**src/rtl/text_cursor_ctrl_if.sv**
```systemverilog
// -----------------------------------------------------------------------------
// text_cursor_ctrl_if
// Character-stream handshake between a text producer and text_cursor_ctrl.
//
// Signals:
//   i_char        producer -> controller, character code (CW bits)
//   i_char_valid  producer -> controller, i_char is valid
//   o_char_ready  controller -> producer, controller accepts a code this cycle
//
// Modports:
//   master : the producer side (drives code and valid)
//   slave  : the controller side (drives ready)
// -----------------------------------------------------------------------------
interface text_cursor_ctrl_if #(
    parameter int CW = 8
);
    logic [CW-1:0] i_char;
    logic          i_char_valid;
    logic          o_char_ready;

    modport master (
        output i_char,
        output i_char_valid,
        input  o_char_ready
    );

    modport slave (
        input  i_char,
        input  i_char_valid,
        output o_char_ready
    );
endinterface

```
**src/rtl/text_cursor_ctrl.sv**
```systemverilog
// -----------------------------------------------------------------------------
// text_cursor_ctrl
// Write-side sequencer for the character-table text overlay. Accepts character
// codes over a valid/ready handshake, keeps a cursor, turns printable codes
// into single-cycle character-table writes at the cursor and interprets
// newline (0x0A), carriage return (0x0D), backspace (0x08) and form feed
// (0x0C). Form feed (and optionally reset release) blanks the whole table.
//
// Ports:
//   i_clk           sole clock, rising edge
//   i_rst           synchronous active-high reset
//   char_if         slave side of the character handshake
//                   (i_char, i_char_valid in; o_char_ready out)
//   o_wr_en         one-cycle character-table write strobe (registered)
//   o_wr_character  code to write (registered)
//   o_wr_x_pos      write column (registered)
//   o_wr_y_pos      write row (registered)
//   o_cursor_x      current cursor column
//   o_cursor_y      current cursor row
//   o_busy          high while a clear is running
// -----------------------------------------------------------------------------
module text_cursor_ctrl #(
    parameter int COLUMNS        = 12,
    parameter int ROWS           = 2,
    parameter int FONT_NUM_CHAR  = 256,
    parameter int BLANK_CHAR     = 'h20,
    parameter bit CLEAR_ON_RESET = 1'b1,
    localparam int CW = $clog2(FONT_NUM_CHAR),
    localparam int XW = (COLUMNS > 1) ? $clog2(COLUMNS) : 1,
    localparam int YW = (ROWS > 1) ? $clog2(ROWS) : 1
) (
    input  logic               i_clk,
    input  logic               i_rst,
    text_cursor_ctrl_if.slave  char_if,
    output logic               o_wr_en,
    output logic [CW-1:0]      o_wr_character,
    output logic [XW-1:0]      o_wr_x_pos,
    output logic [YW-1:0]      o_wr_y_pos,
    output logic [XW-1:0]      o_cursor_x,
    output logic [YW-1:0]      o_cursor_y,
    output logic               o_busy
);

    localparam logic [XW-1:0] XMAX  = XW'(COLUMNS - 1);
    localparam logic [YW-1:0] YMAX  = YW'(ROWS - 1);
    localparam logic [CW-1:0] BLANK = CW'(BLANK_CHAR);
    localparam logic [CW-1:0] CH_BS = CW'('h08);
    localparam logic [CW-1:0] CH_LF = CW'('h0A);
    localparam logic [CW-1:0] CH_FF = CW'('h0C);
    localparam logic [CW-1:0] CH_CR = CW'('h0D);

    typedef enum logic [0:0] {
        S_IDLE  = 1'b0,
        S_CLEAR = 1'b1
    } state_t;

    state_t        state_q,    state_d;
    logic          init_q,     init_d;
    logic          ready_q,    ready_d;
    logic          busy_q,     busy_d;
    logic          wr_en_q,    wr_en_d;
    logic [CW-1:0] wr_char_q,  wr_char_d;
    logic [XW-1:0] wr_x_q,     wr_x_d;
    logic [YW-1:0] wr_y_q,     wr_y_d;
    logic [XW-1:0] cur_x_q,    cur_x_d;
    logic [YW-1:0] cur_y_q,    cur_y_d;
    logic [XW-1:0] clr_x_q,    clr_x_d;
    logic [YW-1:0] clr_y_q,    clr_y_d;
    logic          clr_done_q, clr_done_d;
    logic          handshake;
    logic          start_clr;

    // Compare-and-wrap increments so non-power-of-2 sizes wrap correctly.
    function automatic logic [XW-1:0] inc_x(input logic [XW-1:0] x);
        return (x == XMAX) ? '0 : x + XW'(1);
    endfunction

    function automatic logic [YW-1:0] inc_y(input logic [YW-1:0] y);
        return (y == YMAX) ? '0 : y + YW'(1);
    endfunction

    assign handshake = char_if.i_char_valid && ready_q;

    always_comb begin
        state_d    = state_q;
        init_d     = 1'b0;
        ready_d    = ready_q;
        busy_d     = busy_q;
        wr_en_d    = 1'b0;
        wr_char_d  = wr_char_q;
        wr_x_d     = wr_x_q;
        wr_y_d     = wr_y_q;
        cur_x_d    = cur_x_q;
        cur_y_d    = cur_y_q;
        clr_x_d    = clr_x_q;
        clr_y_d    = clr_y_q;
        clr_done_d = clr_done_q;
        start_clr  = 1'b0;

        if (init_q) begin
            // First active edge after reset: either blank the table or open up.
            if (CLEAR_ON_RESET) begin
                start_clr = 1'b1;
            end else begin
                ready_d = 1'b1;
            end
        end else if (state_q == S_IDLE) begin
            if (handshake) begin
                case (char_if.i_char)
                    CH_LF: begin
                        cur_x_d = '0;
                        cur_y_d = inc_y(cur_y_q);
                    end
                    CH_CR: begin
                        cur_x_d = '0;
                    end
                    CH_BS: begin
                        // Backspace at the origin is a no-op.
                        if (cur_x_q != '0 || cur_y_q != '0) begin
                            if (cur_x_q == '0) begin
                                cur_x_d = XMAX;
                                cur_y_d = cur_y_q - YW'(1);
                            end else begin
                                cur_x_d = cur_x_q - XW'(1);
                            end
                            wr_en_d   = 1'b1;
                            wr_char_d = BLANK;
                            wr_x_d    = cur_x_d;
                            wr_y_d    = cur_y_d;
                        end
                    end
                    CH_FF: begin
                        start_clr = 1'b1;
                    end
                    default: begin
                        wr_en_d   = 1'b1;
                        wr_char_d = char_if.i_char;
                        wr_x_d    = cur_x_q;
                        wr_y_d    = cur_y_q;
                        cur_x_d   = inc_x(cur_x_q);
                        if (cur_x_q == XMAX) begin
                            cur_y_d = inc_y(cur_y_q);
                        end
                    end
                endcase
            end
        end else begin
            // S_CLEAR: the cycle after the last blank write is spent still busy
            // so ready reasserts exactly one cycle after the final write.
            if (clr_done_q) begin
                state_d    = S_IDLE;
                ready_d    = 1'b1;
                busy_d     = 1'b0;
                clr_done_d = 1'b0;
            end else begin
                wr_en_d   = 1'b1;
                wr_char_d = BLANK;
                wr_x_d    = clr_x_q;
                wr_y_d    = clr_y_q;
                if (clr_x_q == XMAX && clr_y_q == YMAX) begin
                    clr_done_d = 1'b1;
                end else begin
                    clr_x_d = inc_x(clr_x_q);
                    if (clr_x_q == XMAX) begin
                        clr_y_d = inc_y(clr_y_q);
                    end
                end
            end
        end

        // Starting a clear issues the (0,0) blank immediately and points the
        // walker at the following position.
        if (start_clr) begin
            state_d   = S_CLEAR;
            ready_d   = 1'b0;
            busy_d    = 1'b1;
            wr_en_d   = 1'b1;
            wr_char_d = BLANK;
            wr_x_d    = '0;
            wr_y_d    = '0;
            cur_x_d   = '0;
            cur_y_d   = '0;
            if (COLUMNS * ROWS == 1) begin
                clr_done_d = 1'b1;
            end else begin
                clr_done_d = 1'b0;
                clr_x_d    = inc_x('0);
                clr_y_d    = (XMAX == '0) ? inc_y('0) : '0;
            end
        end
    end

    always_ff @(posedge i_clk) begin
        if (i_rst) begin
            state_q    <= S_IDLE;
            init_q     <= 1'b1;
            ready_q    <= 1'b0;
            busy_q     <= 1'b0;
            wr_en_q    <= 1'b0;
            wr_char_q  <= '0;
            wr_x_q     <= '0;
            wr_y_q     <= '0;
            cur_x_q    <= '0;
            cur_y_q    <= '0;
            clr_x_q    <= '0;
            clr_y_q    <= '0;
            clr_done_q <= 1'b0;
        end else begin
            state_q    <= state_d;
            init_q     <= init_d;
            ready_q    <= ready_d;
            busy_q     <= busy_d;
            wr_en_q    <= wr_en_d;
            wr_char_q  <= wr_char_d;
            wr_x_q     <= wr_x_d;
            wr_y_q     <= wr_y_d;
            cur_x_q    <= cur_x_d;
            cur_y_q    <= cur_y_d;
            clr_x_q    <= clr_x_d;
            clr_y_q    <= clr_y_d;
            clr_done_q <= clr_done_d;
        end
    end

    assign char_if.o_char_ready = ready_q;
    assign o_wr_en        = wr_en_q;
    assign o_wr_character = wr_char_q;
    assign o_wr_x_pos     = wr_x_q;
    assign o_wr_y_pos     = wr_y_q;
    assign o_cursor_x     = cur_x_q;
    assign o_cursor_y     = cur_y_q;
    assign o_busy         = busy_q;

endmodule
```
**src/flat_wrapper.sv**
```systemverilog
// flat-port wrapper written by rule: the top's interface ports become plain ports
module text_cursor_ctrl_flat 
#(
    parameter int COLUMNS        = 12,
    parameter int ROWS           = 2,
    parameter int FONT_NUM_CHAR  = 256,
    parameter int BLANK_CHAR     = 'h20,
    parameter bit CLEAR_ON_RESET = 1'b1,
    localparam int CW = $clog2(FONT_NUM_CHAR),
    localparam int XW = (COLUMNS > 1) ? $clog2(COLUMNS) : 1,
    localparam int YW = (ROWS > 1) ? $clog2(ROWS) : 1
)
  (i_clk, i_rst, o_wr_en, o_wr_character, o_wr_x_pos, o_wr_y_pos, o_cursor_x, o_cursor_y, o_busy, char_if_i_char, char_if_i_char_valid, char_if_o_char_ready);
  text_cursor_ctrl_if char_if_i ();
  input  logic i_clk;
  input  logic i_rst;
  output logic o_wr_en;
  output logic [CW-1:0] o_wr_character;
  output logic [XW-1:0] o_wr_x_pos;
  output logic [YW-1:0] o_wr_y_pos;
  output logic [XW-1:0] o_cursor_x;
  output logic [YW-1:0] o_cursor_y;
  output logic o_busy;
  input wire logic [$bits(char_if_i.i_char)-1:0] char_if_i_char;
  input wire logic [$bits(char_if_i.i_char_valid)-1:0] char_if_i_char_valid;
  output wire logic [$bits(char_if_i.o_char_ready)-1:0] char_if_o_char_ready;
  assign char_if_i.i_char = char_if_i_char;
  assign char_if_i.i_char_valid = char_if_i_char_valid;
  assign char_if_o_char_ready = char_if_i.o_char_ready;
  text_cursor_ctrl #(.COLUMNS(COLUMNS), .ROWS(ROWS), .FONT_NUM_CHAR(FONT_NUM_CHAR), .BLANK_CHAR(BLANK_CHAR), .CLEAR_ON_RESET(CLEAR_ON_RESET)) u_core (.i_clk(i_clk), .i_rst(i_rst), .char_if(char_if_i), .o_wr_en(o_wr_en), .o_wr_character(o_wr_character), .o_wr_x_pos(o_wr_x_pos), .o_wr_y_pos(o_wr_y_pos), .o_cursor_x(o_cursor_x), .o_cursor_y(o_cursor_y), .o_busy(o_busy));
endmodule
```
**config.mk**
```make
export PLATFORM = sky130hd
export DESIGN_NAME = text_cursor_ctrl_flat
export DESIGN_NICKNAME = d
export VERILOG_FILES = /design/src/rtl/text_cursor_ctrl_if.sv /design/src/rtl/text_cursor_ctrl.sv /design/src/flat_wrapper.sv
export SDC_FILE = /design/constraint.sdc
export NUM_CORES = 1
export LEC_CHECK = 0
export BUFFER_PORTS_ARGS = -buffer_cell sky130_fd_sc_hd__buf_2
export CAP_MARGIN = 40
export CORE_ASPECT_RATIO = 0.6
export CORE_MARGIN = 4
export CORE_UTILIZATION = 58
export DETAILED_ROUTE_END_ITERATION = 8
export PLACE_DENSITY = 0.9
export SYNTH_ARGS = -nofsm -noshare
export SYNTH_HDL_FRONTEND = slang
export SYNTH_SLANG_ARGS = --single-unit
```
**constraint.sdc**
```tcl
create_clock -name i_clk -period 3.9 [get_ports i_clk]
set_input_delay 0.39 -clock i_clk [delete_from_list [all_inputs] [get_ports i_clk]]
set_output_delay 0.39 -clock i_clk [all_outputs]
set_load 0.005 [all_outputs]
```
Word-level counts from Yosys, hierarchy flattened
Cells that the tools add are included.
Storage, ports and cells
  input port bits: 11
  logic and storage cells: 119
  register bits: 29
  output and inout bits: 21
Operators by class
  add/sub/neg operators: 6
  equality and inequality tests: 16
  reductions and logical operators: 24
  mux-type cells: 52
  bitwise gates (word level): 6
Operator list (count)
  two-way mux 1 bit: 33
  == test 8 x 4 -> 1 bit, second input constant: 4
  two-way mux 8 bit: 4
  two-way mux 4 bit: 7
  AND reduction 5 bit: 4
  one-hot mux 8 bit (2 select lines): 1
  two-way mux 6 bit: 2
  one-hot mux 4 bit (3 select lines): 1
  adder 4 x 1 -> 4 bit, second input constant: 2
  == test 4 bit, second input constant: 2
  one-hot mux 4 bit (2 select lines): 1
  AND reduction 4 bit: 2
  != test 2 x 1 -> 1 bit, second input constant: 3
  != test 2 bit, second input constant: 3
  != test 3 x 1 -> 1 bit, second input constant: 2
  inverter 1 bit: 6
  AND reduction 3 bit: 2
  AND reduction 6 bit: 1
  nonzero test 2 bit: 3
  nonzero test 3 bit: 2
  OR reduction 2 bit: 3
  zero test 4 bit: 1
  != test 4 x 1 -> 1 bit, second input constant: 1
  one-hot mux 1 bit (2 select lines): 2
  10 further kinds: 12

Logic depth before layout (Yosys ltp)
Gate-level depths: netlist of the first run.
  word-level depth: 8
  gate-level depth with buffers: 10
  mapped depth without buffers: 9

Worst setup path after synthesis of the first run
Ideal clock, no wire load.
  path kind: register -> register
  start point: reg u_core.cur_x_q[0], in the netlist u_core.o_cursor_x[0]
  end point: reg u_core.wr_x_q[2], in the netlist u_core.o_wr_x_pos[2]
  data arrival time: 2.029 ns
  buffers on the path: 1
  period minus slack after synthesis: 2.153 ns
  stages on the path, launching flop included: 11
  setup time: 0.125 ns
  data required time: 3.775 ns
  setup slack: 1.747 ns
  cells stage by stage: dfxtp_1 inv_1 ha_1 and2_1 ha_1 o21bai_1 mux2i_1 a31o_1 buf_2 a221oi_1 nor3_1
On the way
  word-level cells in the longest chain between the ends: 6
  elaborated cells between the ends (all ways): 11
  classes of those cells: 1 x add/sub; 1 x eq/ne; 5 x mux; 4 x reduce/logical
RTL lines
  start, declared: line text_cursor_ctrl.sv:65  | logic [XW-1:0] cur_x_q, cur_x_d;
  start signal, assigned: line text_cursor_ctrl.sv:217  | cur_x_q <= cur_x_d;
  subtractor 4 x 1 -> 4 bit or zero test 4 bit (tied branches): line text_cursor_ctrl.sv:124, text_cursor_ctrl.sv:120
  two-way mux 4 bit: line text_cursor_ctrl.sv:120  | if (cur_x_q == '0) begin
  two-way mux 4 bit: line text_cursor_ctrl.sv:119  | if (cur_x_q != '0 || cur_y_q != '0) begin
  one-hot mux 4 bit (2 select lines): line text_cursor_ctrl.sv:109  | case (char_if.i_char)
  two-way mux 4 bit: line text_cursor_ctrl.sv:108  | if (handshake) begin
  two-way mux 4 bit: line text_cursor_ctrl.sv:107  | end else if (state_q == S_IDLE) begin
  end signal, assigned: line text_cursor_ctrl.sv:215  | wr_x_q <= wr_x_d;
  end, declared: line text_cursor_ctrl.sv:63  | logic [XW-1:0] wr_x_q, wr_x_d;
Several ways; a longest one is shown, not always the timed one. The select of a mux whose other input is x is not followed.
A chain may end at the register's enable or synchronous reset.

Final worst setup path of the first run
  start point: reg u_core.cur_x_q[0], in the netlist u_core.o_cursor_x[0]
  end point: reg u_core.wr_x_q[3], in the netlist u_core.o_wr_x_pos[3]
Same word-level chain as after synthesis.

==> summary.md, run 1 <==
| Metric | Value |
|---|---|
| First-pass GRT wire length | `7196 um` |
| Fin. max-slew vios | `0` |
| Worst-path cell chain | `inv_1 -> ha_1 -> and2_1 -> ha_1 -> o21bai_1 -> mux2i_1 -> a31oi_2 -> o22ai_1 -> o31ai_1` |
| Largest area contributor in the netlist | `dfxtp_1` |
| Setup Crit Path Kind | `reg2reg` |
| Synth Area in Simple Gates | `25.95%` |
| Xor/xnor cell area share of the yosys netlist | `0.5327%` |
| CTS Hold Bufs | `0` |
| Routed Antenna Nets | `0` |
| Yosys top cell area share | `35.31%` |
| Number of remaining DRC errors | `0` |
| R2R setup slack | `1.36 ns` |
| Die span in x | `76.74 um` |
| EDFF count, synth | `0` |
| Worst Path Required | `4.09 ns` |
| Drt total wl | `4372 um` |
| Minimum setup slack after placement | `1.429 ns` |
| Fmax | `0.3942 GHz` |
| Main combinational cell family by area after synthesis | `compound AO/OA/AOI/OAI gates` |
| Status | `finished clean` |
| Final TNS setup | `0 ns` |
| Unrepaired setup endpoints after global routing | `false` |
| Mapped Cells | `199` |
| PnR worst setup slack | `1.363 ns` |
| Top cell by count, worst path | `ha_1` |
| CP bufs+invs | `1` |
| Total grt overflow | `0` |
| Nets@finish | `242` |
| Die Span Y | `49.24 um` |
| Synth top area cells | `dfxtp_1 (35%), a21oi_1 (9.7%), nand2_1 (4.6%), nor2_1 (4.1%), nand3_1 (3.7%)` |
| Synth cell types | `48` |
| Critical path peak fanout | `10` |
| Clock Path Buffers | `2` |
| Crit-path leading delay family | `compound AO/OA/AOI/OAI gates` |
| Ant diodes | `0` |
| Final Hold Viols | `0` |
| Site Rows | `14` |
| Gpl congestion | `0.9551` |
| Seq/Total Area, Yosys | `35.31%` |
| Synth Area in Compound Gates | `28.23%` |
| Avg WL per Cell | `16.82 um` |
| Post-synthesis adder-cell area fraction | `3.044%` |
| Via count | `1,686` |
| Worst path slowest cell | `a31oi_2` |
| CP max stage delay | `0.54 ns` |
| HPWL Detailed | `3073 um` |
| Share of cells above drive strength 1 | `21.05%` |
| Crit path DAT | `2.73 ns` |
| DRT iter0 DRCs | `277` |
| CTS sink cnt | `29` |
| CTS Root Cell | `clkbuf_8` |
| Initial Util | `62.99%` |
| Clk_lat worst skew | `0.28 ns` |
| Hold Path Sink | `u_core.init_q` |
| RR Startpoint | `u_core.o_cursor_x[0]` |
| Vias per cell | `6.485` |
| Primary FF master, synth | `dfxtp_1` |
| Fin util | `72.29%` |
| Hold crit path type | `in2reg` |
| Slew HR | `49.87%` |
| Die area | `0.003778 mm2` |
| Worst IR Drop VDD | `226.0 uV` |
| Yosys warnings | `0` |
| Hold Startpoint | `i_rst` |
| Mean Syn Cell Area | `8.262 um2` |
| Largest net degree at the start of global routing | `19` |
| Fin crit share | `65.04%` |
| I/O Pins | `32` |
| Post-Syn Area | `0.001644 mm2` |
| Pwr Density | `336.8 mW/mm2` |
| Pleak | `0.7576 nW` |
| Synth-to-Final Area Change | `14.76%` |
| Critical Path Sink Type | `register` |
| Total iterations of the first detailed-routing run | `6` |
| Hold Path Stages | `1` |
| Yosys reg bits | `29` |
| Max Cap Violations | `0` |
| Tot Pwr | `0.6354 mW` |
| CTS Buf Count | `5` |
| Initial antenna violation count | `0` |
| Post-synth ARST share | `0%` |
| Startpoint Class | `register` |
| Clk slew on worst S/H paths | `0.06 ns` |
| Gr usage total | `23.96%` |
| Final min period | `2.537 ns` |
| CTS H-tree lvls | `2` |
| Vias in the first global route | `1,471` |
| I/O Buffers | `31` |
| Worst-margin pin slew | `0.7519 ns` |
| Worst Reg-to-Reg Cells | `9` |
| Setup bufs post-CTS | `0` |
| RR Endpoint | `u_core.o_wr_x_pos[3]` |
| Core area | `0.002610 mm2` |
| CTS tree | `built` |
| Post-synthesis mux area share | `1.826%` |
| Final setup viols | `0` |
| Fin Clk Skew | `0.005183 ns` |
| Net Count, Synth | `214` |
| Post-CTS Resized | `0` |
-- cells in the final DEF, fill, tap and decap left out, types with 3 or more instances in the layout --
| cell | count |
|---|---|
| nand2b_1 | 4 |
| dfxtp_1 | 29 |
| a211oi_1 | 7 |
| a21oi_1 | 32 |
| nand3_1 | 12 |
| o31ai_1 | 4 |
| nor2_1 | 18 |
| mux2i_1 | 3 |
| buf_2 | 31 |
| inv_1 | 8 |
| ha_1 | 4 |
| nand2_1 | 20 |
| nor3_1 | 5 |
| o21bai_1 | 3 |
| o21ai_0 | 4 |
| clkbuf_8 | 7 |
-- final cells by class --
class	count	area, um2
multi-input cells	152	979.7
fillers	220	723.2
flip-flops and latches	29	580.6
repair buffers	31	155.1
clock buffers	7	96.34
well taps	32	40.04
inverters	8	30.03
clock inverters	1	5.005
-- synthesized netlist by cell type, types with 3 or more instances --
cell type  number
a211oi_1        7
a21oi_1        32
buf_2           4
clkbuf_1        4
dfxtp_1        29
ha_1            4
inv_1           8
mux2i_1         3
nand2_1        20
nand2b_1        4
nand3_1        12
nor2_1         18
nor3_1          5
o21ai_0         4
o21bai_1        3
o31ai_1         4
-- per-stage QoR --
| stage | cell area, um2 | hold slack, ns | cells |
|---|---|---|---|
| after floorplan | 1644 | 0.4177 | 199 |
| after global placement | 1785 | 0.4470 | 252 |
| after detailed placement | 1785 | 0.4523 | 252 |
| after CTS | 1887 | 0.3064 | 260 |
| after global routing | 1887 | 0.3034 | 260 |
| final | 1887 | 0.3224 | 260 |
-- cell families after synthesis --
family	Yosys count
AO/OA/AOI/OAI	68
XOR/XNOR	1
adder cells (fa/ha/maj)	4
buffers and inverters	18
flip-flops	29
multiplexers	3
AND/OR/NAND/NOR	76
-- metal layers --
metal / vias up / GRT usage, % / routed length [um]
met2: 105 / 33.67 / 1795
li1: 784 / - / -
met4: 0 / 9.337 / 76
met5: - / 0 / 0
met1: 783 / 33.78 / 2040
met3: 14 / 7.380 / 460
-- flip-flops by register name, indices dropped and copies added (netlist names) --
| signal | count |
|---|---|
| u_core.char_if.o_char_ready | 1 |
| u_core.clr_done_q | 1 |
| u_core.clr_x_q | 4 |
| u_core.clr_y_q | 1 |
| u_core.init_q | 1 |
| u_core.o_busy | 1 |
| u_core.o_cursor_x | 4 |
| u_core.o_cursor_y | 1 |
| u_core.o_wr_character | 8 |
| u_core.o_wr_en | 1 |
| u_core.o_wr_x_pos | 4 |
| u_core.o_wr_y_pos | 1 |
| u_core.state_q | 1 |
-- power breakdown --
group / switching [mW] / total, mW / internal, mW
Clock: 0.114 / 0.273 / 0.159
Combinational: 0.0346 / 0.0526 / 0.0180
Sequential: 0.00743 / 0.310 / 0.302
Total: 0.156 / 0.635 / 0.479
-- worst max path at each step --
stage | start | end | depth (start not counted)
after floorplan | u_core.o_cursor_x[0] | u_core.o_wr_x_pos[2] | 10
after global placement | u_core.o_cursor_x[0] | u_core.o_wr_x_pos[3] | 9
after detailed placement | u_core.o_cursor_x[0] | u_core.o_wr_x_pos[3] | 9
after CTS | u_core.o_cursor_x[0] | u_core.o_wr_x_pos[3] | 9
after global routing | u_core.o_cursor_x[0] | u_core.o_wr_x_pos[3] | 9
final | u_core.o_cursor_x[0] | u_core.o_wr_x_pos[3] | 9
(Power assumes the default switching activity.)
==> inputs of run 2 (changes only) <==
--- a/config.mk
+++ b/config.mk
@@ -9,9 +9,9 @@
 export CAP_MARGIN = 40
 export CORE_ASPECT_RATIO = 0.6
 export CORE_MARGIN = 4
-export CORE_UTILIZATION = 58
+export CORE_UTILIZATION = 49
 export DETAILED_ROUTE_END_ITERATION = 8
-export PLACE_DENSITY = 0.9
+export PLACE_DENSITY = 0.82
 export SYNTH_ARGS = -nofsm -noshare
 export SYNTH_HDL_FRONTEND = slang
 export SYNTH_SLANG_ARGS = --single-unit
==> constraint.sdc (replaced) <==
create_clock -name i_clk -period 2.1 [get_ports i_clk]
set_input_delay 0.21 -clock i_clk [delete_from_list [all_inputs] [get_ports i_clk]]
set_output_delay 0.21 -clock i_clk [all_outputs]
set_load 0.005 [all_outputs]
==> summary.md, run 2 (synthesized netlist as in run 1, its figures left out) <==
| Metric | Value |
|---|---|
| Crit path DAT | `2.18 ns` |
| Final setup viols | `0` |
| Site Rows | `15` |
| Setup Crit Path Kind | `reg2reg` |
| Crit-path leading delay family | `compound AO/OA/AOI/OAI gates` |
| Largest register FFs | `8` |
| Gpl congestion | `0.8572` |
| Tot Pwr | `1.130 mW` |
| Total grt overflow | `0` |
| CP Capture Point | `u_core.o_wr_character[7]` |
| Nets@finish | `255` |
| CTS H-tree lvls | `2` |
| Max Cap Violations | `0` |
| Vias in the first global route | `1,474` |
| RR Endpoint | `u_core.o_wr_character[7]` |
| CTS Buf Count | `5` |
| Fmax | `0.5066 GHz` |
| Pwr Density | `561.6 mW/mm2` |
| CP max stage delay | `0.32 ns` |
| Critical path depth | `10` |
| Unrepaired setup endpoints after global routing | `false` |
| Synth-to-Final Area Change | `22.37%` |
| Number of remaining DRC errors | `0` |
| Die area | `0.004377 mm2` |
| RR Startpoint | `u_core.o_cursor_x[0]` |
| Fin. max-slew vios | `0` |
| Clk slew on worst S/H paths | `0.07 ns` |
| Largest net degree at the start of global routing | `13` |
| Slew HR | `59.17%` |
| Share of cells above drive strength 1 | `26.97%` |
| I/O Buffers | `31` |
| CTS Root Cell | `clkbuf_8` |
| Hold crit path type | `in2reg` |
| Startpoint Class | `register` |
| Initial antenna violation count | `0` |
| I/O Pins | `32` |
| Worst Reg-to-Reg Cells | `10` |
| R2R setup slack | `0.13 ns` |
| Worst-path cell chain | `inv_1 -> ha_1 -> and2_4 -> ha_2 -> o21bai_1 -> mux2i_2 -> a31o_1 -> buf_4 -> nand3_1 -> a21oi_1` |
| Commonest non-fill, non-tap cell in the layout | `a21oi_1` |
| Fin crit share | `94.01%` |
| Worst Path Required | `2.31 ns` |
| Die Span Y | `52.87 um` |
| CP bufs+invs | `2` |
| Most frequent cells in the layout | `a21oi_1 (32), buf_2 (31), dfxtp_1 (28), nand2_1 (20), nor2_1 (17)` |
| Vias per cell | `5.880` |
| Status | `finished clean` |
| Final min period | `1.974 ns` |
| Gr usage total | `21.14%` |
| Fin Clk Skew | `0.007648 ns` |
| Core area | `0.003040 mm2` |
| Worst IR Drop VDD | `336.4 uV` |
| Critical Path Sink Type | `register` |
| WHS | `0.1409 ns` |
| Final TNS setup | `0 ns` |
| Avg WL per Cell | `15.51 um` |
| Clk_lat worst skew | `0.28 ns` |
| CTS sink cnt | `29` |
| CTS tree | `built` |
| Worst path slowest cell | `dfxtp_2` |
| Fin util | `66.17%` |
| Worst setup startpoint | `u_core.o_cursor_x[0]` |
| Dpl cells | `274` |
| Die span in x | `82.78 um` |
| Drt total wl | `4389 um` |
| Initial Util | `54.07%` |
| Critical path peak fanout | `7` |
| Ant diodes | `0` |
| DRT iter0 DRCs | `164` |
| Clock Path Buffers | `2` |
| Worst-margin pin slew | `0.6103 ns` |
| Finished Layout Cells | `283` |
| Routed Antenna Nets | `0` |
| Pleak | `0.8214 nW` |
| HPWL Detailed | `3292 um` |
| First-pass GRT wire length | `6844 um` |
| Final Hold Viols | `0` |
| Via count | `1,664` |
| Total iterations of the first detailed-routing run | `5` |
## run 2: per-stage QoR
stage | instance area (um2) | setup slack [ns]
detailed placement | 1902 | 0.02150
global route | 2012 | 0.01261
global placement | 1902 | 0.1432
CTS | 1984 | 0.001669
floorplan | 1645 | 0.02814
finish | 2012 | 0.1259
## run 2: final cells by class
type	count	area, um2
inverters	8	30.03
multi-input cells	152	999.7
repair buffers	44	265.3
flip-flops and latches	29	581.8
fillers	271	1028
clock inverters	2	10.01
well taps	42	52.55
clock buffers	6	72.57
## run 2: what timing repair did
| action | CTS | global route |
|---|---|---|
| buffers inserted | 0 | 1 |
| hold buffers | 0 | 0 |
| setup endpoints to repair | 0 | 11 |
| gates resized for setup | 0 | 5 |
## run 2: layer usage
metal / up-vias / wire length, um / track usage, %
met3: 12 / 406 / 5.612
met2: 79 / 1814 / 30.59
met1: 760 / 2113 / 30.67
li1: 813 / - / -
met4: 0 / 55 / 5.707
met5: - / 0 / 0
## run 2: how the worst min path moves through the flow
stage,startpoint,endpoint,slack [ns],cells past startpoint
4_1_cts,i_rst,u_core.init_q,0.13,1
3_5_place_dp,i_rst,u_core.init_q,0.42,1
2_1_floorplan,i_rst,u_core.init_q,0.24,0
6_report,i_rst,u_core.init_q,0.14,1
5_1_grt,i_rst,u_core.init_q,0.14,1
3_3_place_gp,i_rst,u_core.init_q,0.42,1
## run 2: power by group
part           leakage [nW]  switching (mW)  internal, mW  total, mW
Sequential            0.236         0.00954         0.561      0.571
Clock                0.0450           0.219         0.229      0.448
Combinational         0.540          0.0694        0.0420      0.111
==> inputs of run 3 (changes only) <==
--- a/config.mk
+++ b/config.mk
@@ -9,9 +9,9 @@
 export CAP_MARGIN = 40
 export CORE_ASPECT_RATIO = 0.6
 export CORE_MARGIN = 4
-export CORE_UTILIZATION = 49
+export CORE_UTILIZATION = 30
 export DETAILED_ROUTE_END_ITERATION = 8
-export PLACE_DENSITY = 0.82
+export PLACE_DENSITY = 0.57
 export SYNTH_ARGS = -nofsm -noshare
 export SYNTH_HDL_FRONTEND = slang
 export SYNTH_SLANG_ARGS = --single-unit
==> summary.md, run 3 (synthesized netlist as in run 1, its figures left out) <==
| Metric | Value |
|---|---|
| Post-CTS Resized | `0` |
| I/O Buffers | `31` |
| Vias per cell | `5.313` |
| Worst-margin pin slew | `0.4603 ns` |
| Startpoint Class | `register` |
| Critical path peak fanout | `5` |
| Core area | `0.005180 mm2` |
| HPWL Detailed | `3555 um` |
| Fin. max-slew vios | `0` |
| WHS | `0.1342 ns` |
| Avg WL per Cell | `15.27 um` |
| Fin Clk Skew | `0.006557 ns` |
| Clock Path Buffers | `2` |
| Number of remaining DRC errors | `0` |
| Ant diodes | `0` |
| Worst path slowest cell | `dfxtp_1` |
| Hold crit path type | `in2reg` |
| Via count | `1,647` |
| Critical Path Sink Type | `register` |
| Crit-path leading delay family | `compound AO/OA/AOI/OAI gates` |
| Synth-to-Final Area Change | `27.32%` |
| CTS sink cnt | `29` |
| Total grt overflow | `0` |
| Final Hold Viols | `0` |
| CP bufs+invs | `2` |
| Dpl cells | `302` |
| CTS Buf Count | `5` |
| Nets@finish | `258` |
| I/O Pins | `32` |
| Die Span Y | `65.34 um` |
| Worst-path cell chain | `inv_1 -> ha_1 -> and2_4 -> ha_2 -> o21bai_1 -> mux2i_2 -> a31oi_4 -> buf_4 -> o31ai_1 -> a21oi_1` |
| Pwr Density | `575.6 mW/mm2` |
| Worst Path Required | `2.26 ns` |
| Tot Pwr | `1.205 mW` |
| Worst IR Drop VDD | `338.3 uV` |
| Largest register FFs | `8` |
| Final setup viols | `0` |
| DRT iter0 DRCs | `85` |
| Status | `finished clean` |
| Vias in the first global route | `1,499` |
| Routed Antenna Nets | `0` |
| Share of cells above drive strength 1 | `28.69%` |
| Final min period | `1.966 ns` |
| Pleak | `0.8453 nW` |
| Fin crit share | `93.62%` |
| Unrepaired setup endpoints after global routing | `true` |
| First-pass GRT wire length | `7852 um` |
| Gpl congestion | `0.8834` |
| Drt total wl | `4734 um` |
| Gr usage total | `14.60%` |
| Setup Crit Path Kind | `reg2reg` |
| Fmax | `0.5087 GHz` |
| Crit path DAT | `2.13 ns` |
| Largest net degree at the start of global routing | `19` |
| Max Cap Violations | `0` |
| CTS Hold Bufs | `0` |
| CTS Root Cell | `clkbuf_8` |
| Die area | `0.006767 mm2` |
| Clk slew on worst S/H paths | `0.07 ns` |
| Total iterations of the first detailed-routing run | `4` |
| Die span in x | `103.6 um` |
| Clk_lat worst skew | `0.28 ns` |
| Setup bufs post-CTS | `0` |
| Most frequent cells in the layout | `a21oi_1 (31), buf_2 (31), dfxtp_1 (28), nand2_1 (20), nor2_1 (18)` |
| Slew HR | `69.31%` |
| Initial antenna violation count | `0` |
| CTS H-tree lvls | `2` |
| CTS tree | `built` |
| Initial Util | `31.74%` |
| Finished Layout Cells | `310` |
| Site Rows | `20` |
| CP max stage delay | `0.31 ns` |
[run 3: power breakdown]
part           total (mW)  switching, mW  internal, mW  leakage, nW
Clock               0.516          0.220         0.296       0.0542
Sequential          0.571        0.00956         0.561        0.236
Combinational       0.118         0.0735        0.0447        0.555
Total                1.20          0.303         0.902        0.845
[run 3: layout make-up]
class | instances | area (um2)
inverter | 8 | 30.03
fill | 530 | 3087
clock inverter | 1 | 5.005
clock buffer | 7 | 96.34
multi-input combinational | 152 | 1006
sequential | 29 | 581.8
timing repair buffer | 47 | 291.5
tap | 66 | 82.58
[run 3: stage by stage]
stage          utilization, %  cell area, um2  setup TNS [ns]  worst slack (ns)
6_report                40.41            2093               0            0.1340
5_1_grt                 40.41            2093        -0.01669          -0.01483
4_1_cts                 39.83            2063               0           0.07238
3_5_place_dp            37.87            1962               0            0.1033
3_3_place_gp            37.87            1962               0            0.1799
2_1_floorplan               -            1645               0           0.02814
[run 3: worst reg2reg max path: stages (launching register included)]
cell and delay [ns]:
dfxtp_1 0.31, inv_1 0.08, ha_1 0.16, and2_4 0.15
ha_2 0.18, o21bai_1 0.08, mux2i_2 0.28, a31oi_4 0.15
buf_4 0.18, o31ai_1 0.22, a21oi_1 0.06
[run 3: layer usage]
metal  vias up  track usage (%)  share of wire (%)
met2        53            18.49                 36
li1        816                -                  -
met3         6            4.809                6.8
met1       772            22.70                 56
met4         0            3.648               0.99
met5         -                0                  0
[run 3: path summary, 6_finish.rpt]
check,cells after the start,slack [ns],endpoint,start
hold reg to reg,2,0.46,u_core.o_busy,u_core.o_busy
setup / recovery,10,0.13,u_core.o_wr_y_pos,u_core.o_cursor_x[1]
hold / removal,1,0.13,u_core.init_q,i_rst
setup reg to reg,10,0.13,u_core.o_wr_y_pos,u_core.o_cursor_x[1]
